--- src/rtl/frame_reader_mb.sv ---
// Frame reader: streams a double-buffered frame from SDRAM into the pixel FIFO in
// fixed-length bursts, refilling by watermark hysteresis and flipping buffers only at frame wrap.
module frame_reader_mb #(
  parameter int ADDR_W      = 22,
  parameter int USED_W      = 11,
  parameter int FIFO_DEPTH  = 1024,
  parameter int BURST_LEN   = 8,
  parameter int LOW_WM      = 256,
  parameter int FRAME_WORDS = 96000,
  parameter int BUF0_BASE   = 0,
  parameter int BUF1_BASE   = 96000
) (
  input  logic              i_Clk,
  input  logic              i_Rst_n,
  input  logic              i_Begin,
  input  logic              i_Buffer_Sel,
  input  logic              i_Data_Read_Valid,
  input  logic [USED_W-1:0] i_Pixel_In_Used,
  input  logic              i_SDRAM_Grant,
  output logic [1:0]        o_Command,
  output logic [ADDR_W-1:0] o_Data_Address,
  output logic              o_FIFO_Wr,
  output logic              o_SDRAM_Request,
  output logic              o_First_Data_Ready,
  output logic              o_Frame_Start,
  output logic              o_Active_Buffer
);

  localparam logic [1:0]        CMD_IDLE  = 2'b00;
  localparam logic [1:0]        CMD_READ  = 2'b01;
  localparam logic [USED_W-1:0] LOW_U     = USED_W'(LOW_WM);
  localparam logic [USED_W-1:0] HIGH_U    = USED_W'(FIFO_DEPTH - BURST_LEN);
  localparam logic [ADDR_W-1:0] BASE0     = ADDR_W'(BUF0_BASE);
  localparam logic [ADDR_W-1:0] BASE1     = ADDR_W'(BUF1_BASE);
  localparam logic [ADDR_W-1:0] LAST_OFF  = ADDR_W'(FRAME_WORDS - 1);
  localparam logic [7:0]        BURST_CNT = 8'(BURST_LEN - 1);

  typedef enum logic [1:0] {ST_IDLE, ST_READ, ST_DRAIN} state_t;

  state_t            state_q, state_d;
  logic [1:0]        cmd_q, cmd_d;
  logic [7:0]        count_q, count_d;
  logic [ADDR_W-1:0] offset_q, offset_d;
  logic [ADDR_W-1:0] addr_q, addr_d;
  logic              active_q, active_d;
  logic              filling_q, filling_d;
  logic              first_q, first_d;
  logic              frame_start_q, frame_start_d;

  logic low, high, need, beat, disable_now;

  function automatic logic [ADDR_W-1:0] base_of(input logic sel);
    return sel ? BASE1 : BASE0;
  endfunction

  assign low  = (i_Pixel_In_Used <= LOW_U);
  assign high = (i_Pixel_In_Used >= HIGH_U);
  assign need = (low & ~filling_q) | (filling_q & ~high);
  // Beats arriving while no read is outstanding belong to someone else.
  assign beat = (cmd_q == CMD_READ) & i_Data_Read_Valid;

  always_comb begin
    // NOTE: every variable gets a default first so no path leaves it unassigned (no latches).
    state_d       = state_q;
    cmd_d         = cmd_q;
    count_d       = count_q;
    offset_d      = offset_q;
    addr_d        = addr_q;
    active_d      = active_q;
    filling_d     = filling_q;
    first_d       = first_q;
    frame_start_d = 1'b0;
    disable_now   = 1'b0;

    if (filling_q && high) filling_d = 1'b0;

    unique case (state_q)
      ST_IDLE: begin
        if (!i_Begin) begin
          disable_now = 1'b1;
        end else if (i_SDRAM_Grant && need) begin
          state_d   = ST_READ;
          cmd_d     = CMD_READ;
          count_d   = BURST_CNT;
          filling_d = 1'b1;
        end
      end
      ST_READ, ST_DRAIN: begin
        if (state_q == ST_READ && !i_Begin) state_d = ST_DRAIN;
        if (beat) begin
          count_d = count_q - 8'd1;
          if (offset_q == LAST_OFF) begin
            offset_d      = '0;
            active_d      = i_Buffer_Sel;
            frame_start_d = 1'b1;
          end else begin
            offset_d = offset_q + ADDR_W'(1);
          end
          addr_d = base_of(active_d) + offset_d;
          if (count_q == 8'd0) begin
            state_d = ST_IDLE;
            cmd_d   = CMD_IDLE;
            if (state_q == ST_DRAIN) disable_now = 1'b1;
            else                     first_d     = 1'b1;
          end
        end
      end
      default: state_d = ST_IDLE;
    endcase

    // Disabled: rewind to the start of whichever buffer is requested now.
    if (disable_now) begin
      first_d   = 1'b0;
      filling_d = 1'b0;
      offset_d  = '0;
      active_d  = i_Buffer_Sel;
      addr_d    = base_of(i_Buffer_Sel);
    end
  end

  // NOTE: sequential state uses non-blocking assignments so all flops update together.
  always_ff @(posedge i_Clk or negedge i_Rst_n) begin
    if (!i_Rst_n) begin
      state_q       <= ST_IDLE;
      cmd_q         <= CMD_IDLE;
      count_q       <= '0;
      offset_q      <= '0;
      addr_q        <= BASE0;
      active_q      <= 1'b0;
      filling_q     <= 1'b0;
      first_q       <= 1'b0;
      frame_start_q <= 1'b0;
    end else begin
      state_q       <= state_d;
      cmd_q         <= cmd_d;
      count_q       <= count_d;
      offset_q      <= offset_d;
      addr_q        <= addr_d;
      active_q      <= active_d;
      filling_q     <= filling_d;
      first_q       <= first_d;
      frame_start_q <= frame_start_d;
    end
  end

  assign o_Command          = cmd_q;
  assign o_Data_Address     = addr_q;
  assign o_FIFO_Wr          = beat;
  assign o_SDRAM_Request    = (i_Begin & need) | (cmd_q != CMD_IDLE);
  assign o_First_Data_Ready = first_q;
  assign o_Frame_Start      = frame_start_q;
  assign o_Active_Buffer    = active_q;

endmodule

--- config.mk ---
export PLATFORM = sky130hd
export DESIGN_NAME = frame_reader_mb
export DESIGN_NICKNAME = d
export VERILOG_FILES = /design/src/rtl/frame_reader_mb.sv
export SDC_FILE = /design/constraint.sdc
export NUM_CORES = 1
export LEC_CHECK = 0
export BUFFER_PORTS_ARGS = -buffer_cell sky130_fd_sc_hd__buf_2
export CAP_MARGIN = 20
export CORE_MARGIN = 3
export CORE_UTILIZATION = 40
export DETAILED_ROUTE_END_ITERATION = 16
export GPL_TIMING_DRIVEN = 0
export PLACE_DENSITY = 0.68
export SYNTH_ARGS = -nofsm -noshare
export SYNTH_HDL_FRONTEND = slang
export SYNTH_SLANG_ARGS = --single-unit
--- constraint.sdc ---
create_clock -name i_Clk -period 4.49 [get_ports i_Clk]
set_clock_uncertainty 0.2 [all_clocks]
set_input_delay 0 -clock i_Clk [delete_from_list [all_inputs] [get_ports i_Clk]]
set_output_delay 0 -clock i_Clk [all_outputs]
set_load 0.01 [all_outputs]
[Yosys cells after proc, flatten, opt, wreduce, memory -nomap -nowiden]
Index checks and enable logic that the tools add are counted.
Storage, ports and cells
  register bits after elaboration: 60
  output and inout port bits: 29
  logic and storage cells: 96
Cells by class
  mux-type cells: 48
  eq/ne operators: 9
  $lt $le $gt $ge: 2
  bitwise operators: 8
  reduce and logical (&&, ||, !) cells: 17
  $add $sub $neg: 3
Operator list (number)
  2-to-1 mux 22 bit: 9
  2-to-1 mux 17 bit: 2
  2-to-1 mux 8 bit: 3
  2-to-1 mux 1 bit: 23
  adder 17 x 22 -> 22 bit: 1
  adder 22 x 1 -> 22 bit (second input constant): 1
  equality test 22 x 17 -> 1 bit (second input constant): 1
  case mux 8 bit (2 select lines): 1
  2-to-1 mux 2 bit: 7
  greater-or-equal comparator 11 x 10 -> 1 bit (second input constant): 1
  <= comparator 11 x 9 -> 1 bit (second input constant): 1
  != test 2 bit (second input constant): 5
  nonzero test 2 bit: 5
  zero test 8 bit: 1
  case mux 2 bit (2 select lines): 2
  AND reduction 4 bit: 2
  subtractor 8 x 1 -> 8 bit (second input constant): 1
  AND reduction 5 bit: 1
  AND 1 bit: 4
  equality test 2 x 1 -> 1 bit (second input constant): 2
  AND reduction 2 bit: 2
  logical AND 1 bit: 3
  equality test 2 bit (second input constant): 1
  zero test 2 bit: 1
  other kinds (5): 7

[Logic depth before layout (Yosys ltp)]
  depth after elaboration: 9
  mapped depth: 15
  depth with buffers taken out: 15

[Worst setup path after synthesis]
No wires, ideal clock.
  kind: register to register
  start: reg offset_q[0]
  end: reg addr_q[19], in the netlist o_Data_Address[19]
  slack: 0.371 ns
  data arrival time: 3.798 ns
  stages on the path, launching flop included: 15
  path buffers: 1
  data required time: 4.169 ns
  cell sequence: dfrtp_1 -> ha_1 -> nand3_1 -> or3_1 -> nor3_1 -> clkbuf_1 -> mux2_2 -> ha_1 -> o21a_1 -> nor3b_1 -> mux2i_1 -> a22oi_4 -> a31oi_1 -> xnor2_1 -> a22o_1
On the way
  cells in the longest elaborated chain, start to end: 9
  elaborated cells on any way between the ends: 13
  those cells by class: add/sub: 2; eq/ne: 1; mux: 10
Ends and longest elaborated chain
  from (decl): RTL line 43  | logic [ADDR_W-1:0] offset_q, offset_d;
  from (signal assigned): RTL line 137  | offset_q <= offset_d;
  parallel branches: the longest is 5 deep, another holds adder 22 x 1 -> 22 bit
  adder 17 x 22 -> 22 bit (*): RTL line 99  | addr_d = base_of(active_d) + offset_d;
  2-to-1 mux 22 bit (*): RTL line 90  | if (beat) begin
  2-to-1 mux 22 bit (*): RTL line 77  | unique case (state_q)
  2-to-1 mux 22 bit (*): RTL line 112  | if (disable_now) begin
  to (signal assigned): RTL line 138  | addr_q <= addr_d;
  to (decl): RTL line 44  | logic [ADDR_W-1:0] addr_q, addr_d;
Mark *: on every way between the ends. The select of a mux whose other input is x is not followed.
A chain may end at the register's enable or synchronous reset.

[Worst setup path in the final report]
Same ends and word-level chain as after synthesis.

==> flow_metrics.tcl <==
set metrics [dict create \
    p_per_area_nw_per_um2 377.0 \
    ys_top_cells_by_count "dfrtp_1 (51), nand2_1 (40), nor2_1 (40), o21ai_0 (25), a21oi_1 (21)" \
    synth_top_area_share_pct 37.54 \
    drt-initial-drc-count 214 \
    drv_cap 0 \
    drc 0 \
    antenna_found_initial 0 \
    worst_pin_slew_ns 0.9459 \
    synth_edf_count 0 \
    crit_slowest_cell "or3_4" \
    die_area_sq_um 9641 \
    grt_pass1_vias 3170 \
    cts.path.max_buffers 2 \
    final_hold_viol_count 8 \
    synth_cells 392 \
    r2r_slack_ns 0.26 \
    status "finished, violations left" \
    cts_tree "yes" \
    endpoint_kind "flip-flop" \
    die_w_um 98.19 \
    swShare_pct 41.29 \
    violations "negative hold slack" \
    final_nets 486 \
    finalPower_w 0.001506 \
    wire_per_inst_um 15.85 \
    p_clk_share_pct 20.0 \
    port_buffers 44 \
    cp_num_buf_inv 2 \
    fmax_mhz 236.4 \
    reg2reg_from "offset_q[0]$_DFFE_PN0P_" \
    reg2reg_to "o_Data_Address[19]$_DFFE_PN0P_" \
    synth_top_area_cell "dfrtp_1" \
    r2r_cells 15 \
    dp_hpwl_mm 6.241 \
    peakVddDrop_mv 0.2321 \
    cp_top_family "simple AND/OR/NAND/NOR gates" \
    gp_congestion 0.9662 \
    slew_viol_final 0 \
    design_area_sq_um 3994 \
    path_max_fanout 10 \
    pwr-share-comb_pct 40.4 \
    cp_data_required_time_ns 4.49 \
    relSlewSlack_pct 36.71 \
    vias_per_cell 5.668 \
    nFillCells 785 \
    antenna_cells 0 \
    yosys.cell_types.count 52 \
    synthArstFlopShare_pct 100.0 \
    grt_usage_pct 18.32 \
    ys_ff_latch 51 \
    tns_ns 0 \
    fin_crit_sh_pct 94.22 \
    die_h_um 98.19 \
    power_leakage_nw 1.827 \
    grt_pass1_wl_mm 14.76 \
    setup_viol 0 \
    clock_latency_ns 0.31 \
    syn_area_sq_um 3400 \
    start_kind "flip-flop" \
    path_common_cell "ha_1" \
    root_buffer "clkbuf_8" \
    cts_buffers 5 \
    yosys-top-cells-area "dfrtp_1 (38%), ha_1 (5.2%), nand2_1 (4.4%)" \
    path_class "reg2reg" \
    yosysSeqAreaShare_pct 37.54 \
    core_sq_um 7968 \
    power.switching_w 0.0006217 \
    critical-path-max-stage-delay_ns 0.45 \
    avgSynthCellArea_sq_um 8.672 \
    yosysMostFrequentCell "dfrtp_1" \
    htreeDepth 2 \
    overflow 0 \
    area_growth_pct 17.48 \
    whs_ns -0.001104 \
    placed_cell_area_sq_um 3767 \
    synth_nets 424 \
    dr.pass1.iters 5 \
    path_cells "ha_1 -> nand3_2 -> or3_4 -> nor3_4 -> clkbuf_4 -> mux2_2 -> ha_1 -> o21a_1 -> nor3b_1 -> mux2i_1 -> buf_4 -> a22oi_4 -> a31oi_1 -> xnor2_1 -> a22o_1" \
    ios 46 \
    start_util_pct 42.67 \
    yosysWarnings 0 \
    internal-power_w 0.0008840 \
    rows 32 \
    grt_max_degree 36 \
    cp-startpoint "offset_q[0]$_DFFE_PN0P_" \
    vias 3157 \
    synth-main-ff-cell "dfrtp_1" \
    hold_path_class "in2async" \
    clkTransAtPathRegs_ns 0.10 \
    min_period_ns 4.230 \
    seq_power_share_pct 39.5 \
    routed_wl_mm 8.826 \
    drtAntennaViolNets 0 \
    cts.sinks 51 \
    layout-drive-gt1-share_pct 17.36 \
    crit_arrival_ns 4.23 \
]
==> power groups by stage <==
stage / Clock, W / Sequential, W / Combinational, W
after global placement: 0 / 0.000600 / 0.000582
after detailed placement: 0 / 0.000604 / 0.000596
after floorplan: 0 / 0.000615 / 0.000378
after global routing: 0.000325 / 0.000609 / 0.000673
after CTS: 0.000307 / 0.000595 / 0.000605
final: 0.000302 / 0.000595 / 0.000609
==> flip-flops by register name (all words and copies together), names as in the netlist <==
register            flops
offset_q               22
o_Command               1
state_q                 2
o_First_Data_Ready      1
o_Data_Address         14
o_Frame_Start           1
count_q                 8
o_Active_Buffer         1
filling_q               1
==> worst max-delay path by stage <==
| stage | to | depth (start not counted) |
|---|---|---|
| after detailed placement | o_Data_Address[19]$_DFFE_PN0P_ | 14 |
| after floorplan | o_Data_Address[19]$_DFFE_PN0P_ | 14 |
| after global placement | o_Data_Address[19]$_DFFE_PN0P_ | 14 |
| after CTS | o_Data_Address[19]$_DFFE_PN0P_ | 14 |
| final | o_Data_Address[19]$_DFFE_PN0P_ | 15 |
| after global routing | o_Data_Address[19]$_DFFE_PN0P_ | 15 |
==> layout by cell type, fill, tap and decap left out, drive strengths merged, types with 3 or more instances in the layout <==
master       Yosys  layout
xnor2           16      16
o31ai           10      10
o21ai           28      28
xor2            13      13
nor2b            8       8
and2             3       3
dlygate4sd3      0       9
nor4             8       8
and3             9       9
a31oi            7       7
nor2            40      40
nand2           40      40
nand3           18      18
inv              6       6
mux2i            4       4
nor3             8       8
nand4           13      13
nand2b           4       4
clkbuf          15      22
a21o             5       5
dfrtp           51      51
ha              14      14
or3              8       8
buf             10      56
a21oi           21      21
==> routing by layer <==
| layer | wire length (um) | GRT usage, % | share of wire [%] | vias up |
|---|---|---|---|---|
| li1 | - | - | - | 1526 |
| met1 | 4101 | 24.84 | 46 | 1513 |
| met2 | 4093 | 30.37 | 46 | 107 |
| met3 | 513 | 2.643 | 5.8 | 11 |
| met4 | 117 | 5.567 | 1.3 | 0 |
| met5 | 0 | 0 | 0 | - |
==> kinds of logic after synthesis <==
| kind of cell | share of synthesized area (%) |
|---|---|
| AO/OA/AOI/OAI | 16.64 |
| AND/OR/NAND/NOR | 26.21 |
| adder cells (fa/ha/maj) | 5.742 |
| other | 0.1103 |
| flip-flops | 37.54 |
| XOR/XNOR | 7.471 |
| multiplexers | 1.840 |
| buffers and inverters | 4.453 |
==> cell type report <==
cell class,instances,area (sq um),area share [%]
Multi-Input combinational cell,310,1993,49.91
Sequential cell,51,1276,31.95
Timing Repair Buffer,55,337.8,8.459
Buffer,25,132.6,3.321
Tap cell,102,127.6,3.195
Clock buffer,7,96.34,2.412
Inverter,6,22.52,0.5639
Clock inverter,1,7.507,0.1880
==> what timing repair did <==
item | in CTS | in global routing
endpoints found under the setup margin | 6 | 10
hold buffers | 9 | 0
pin swaps | 0 | 1
setup buffers | 0 | 1
resized for setup | 2 | 5
hold endpoints to repair | 64 | 0
==> worst register-to-register path: cells and delay by family, from the launching register on <==
family / cells / cell delay, ns
AND/OR/NAND/NOR: 4 / 1.07
buffers and inverters: 2 / 0.42
XOR/XNOR: 1 / 0.16
flip-flops: 1 / 0.42
multiplexers: 2 / 0.54
adder cells (fa/ha/maj): 2 / 0.63
AO/OA/AOI/OAI: 4 / 0.69
==> per-stage QoR <==
stage / util [%] / hold WS (ns) / worst slack (ns) / instances
2_1_floorplan: - / -0.4956 / 0.3708 / 392
3_3_place_gp: 47.03 / 0.09282 / -0.1047 / 538
3_5_place_dp: 47.28 / -0.2416 / -0.1536 / 539
4_1_cts: 49.80 / 0.002418 / 0.05843 / 556
5_1_grt: 50.13 / 0.01321 / -0.02549 / 557
6_report: 50.13 / -0.001104 / 0.2597 / 557
No activity file was read; power rests on OpenSTA's default activity.
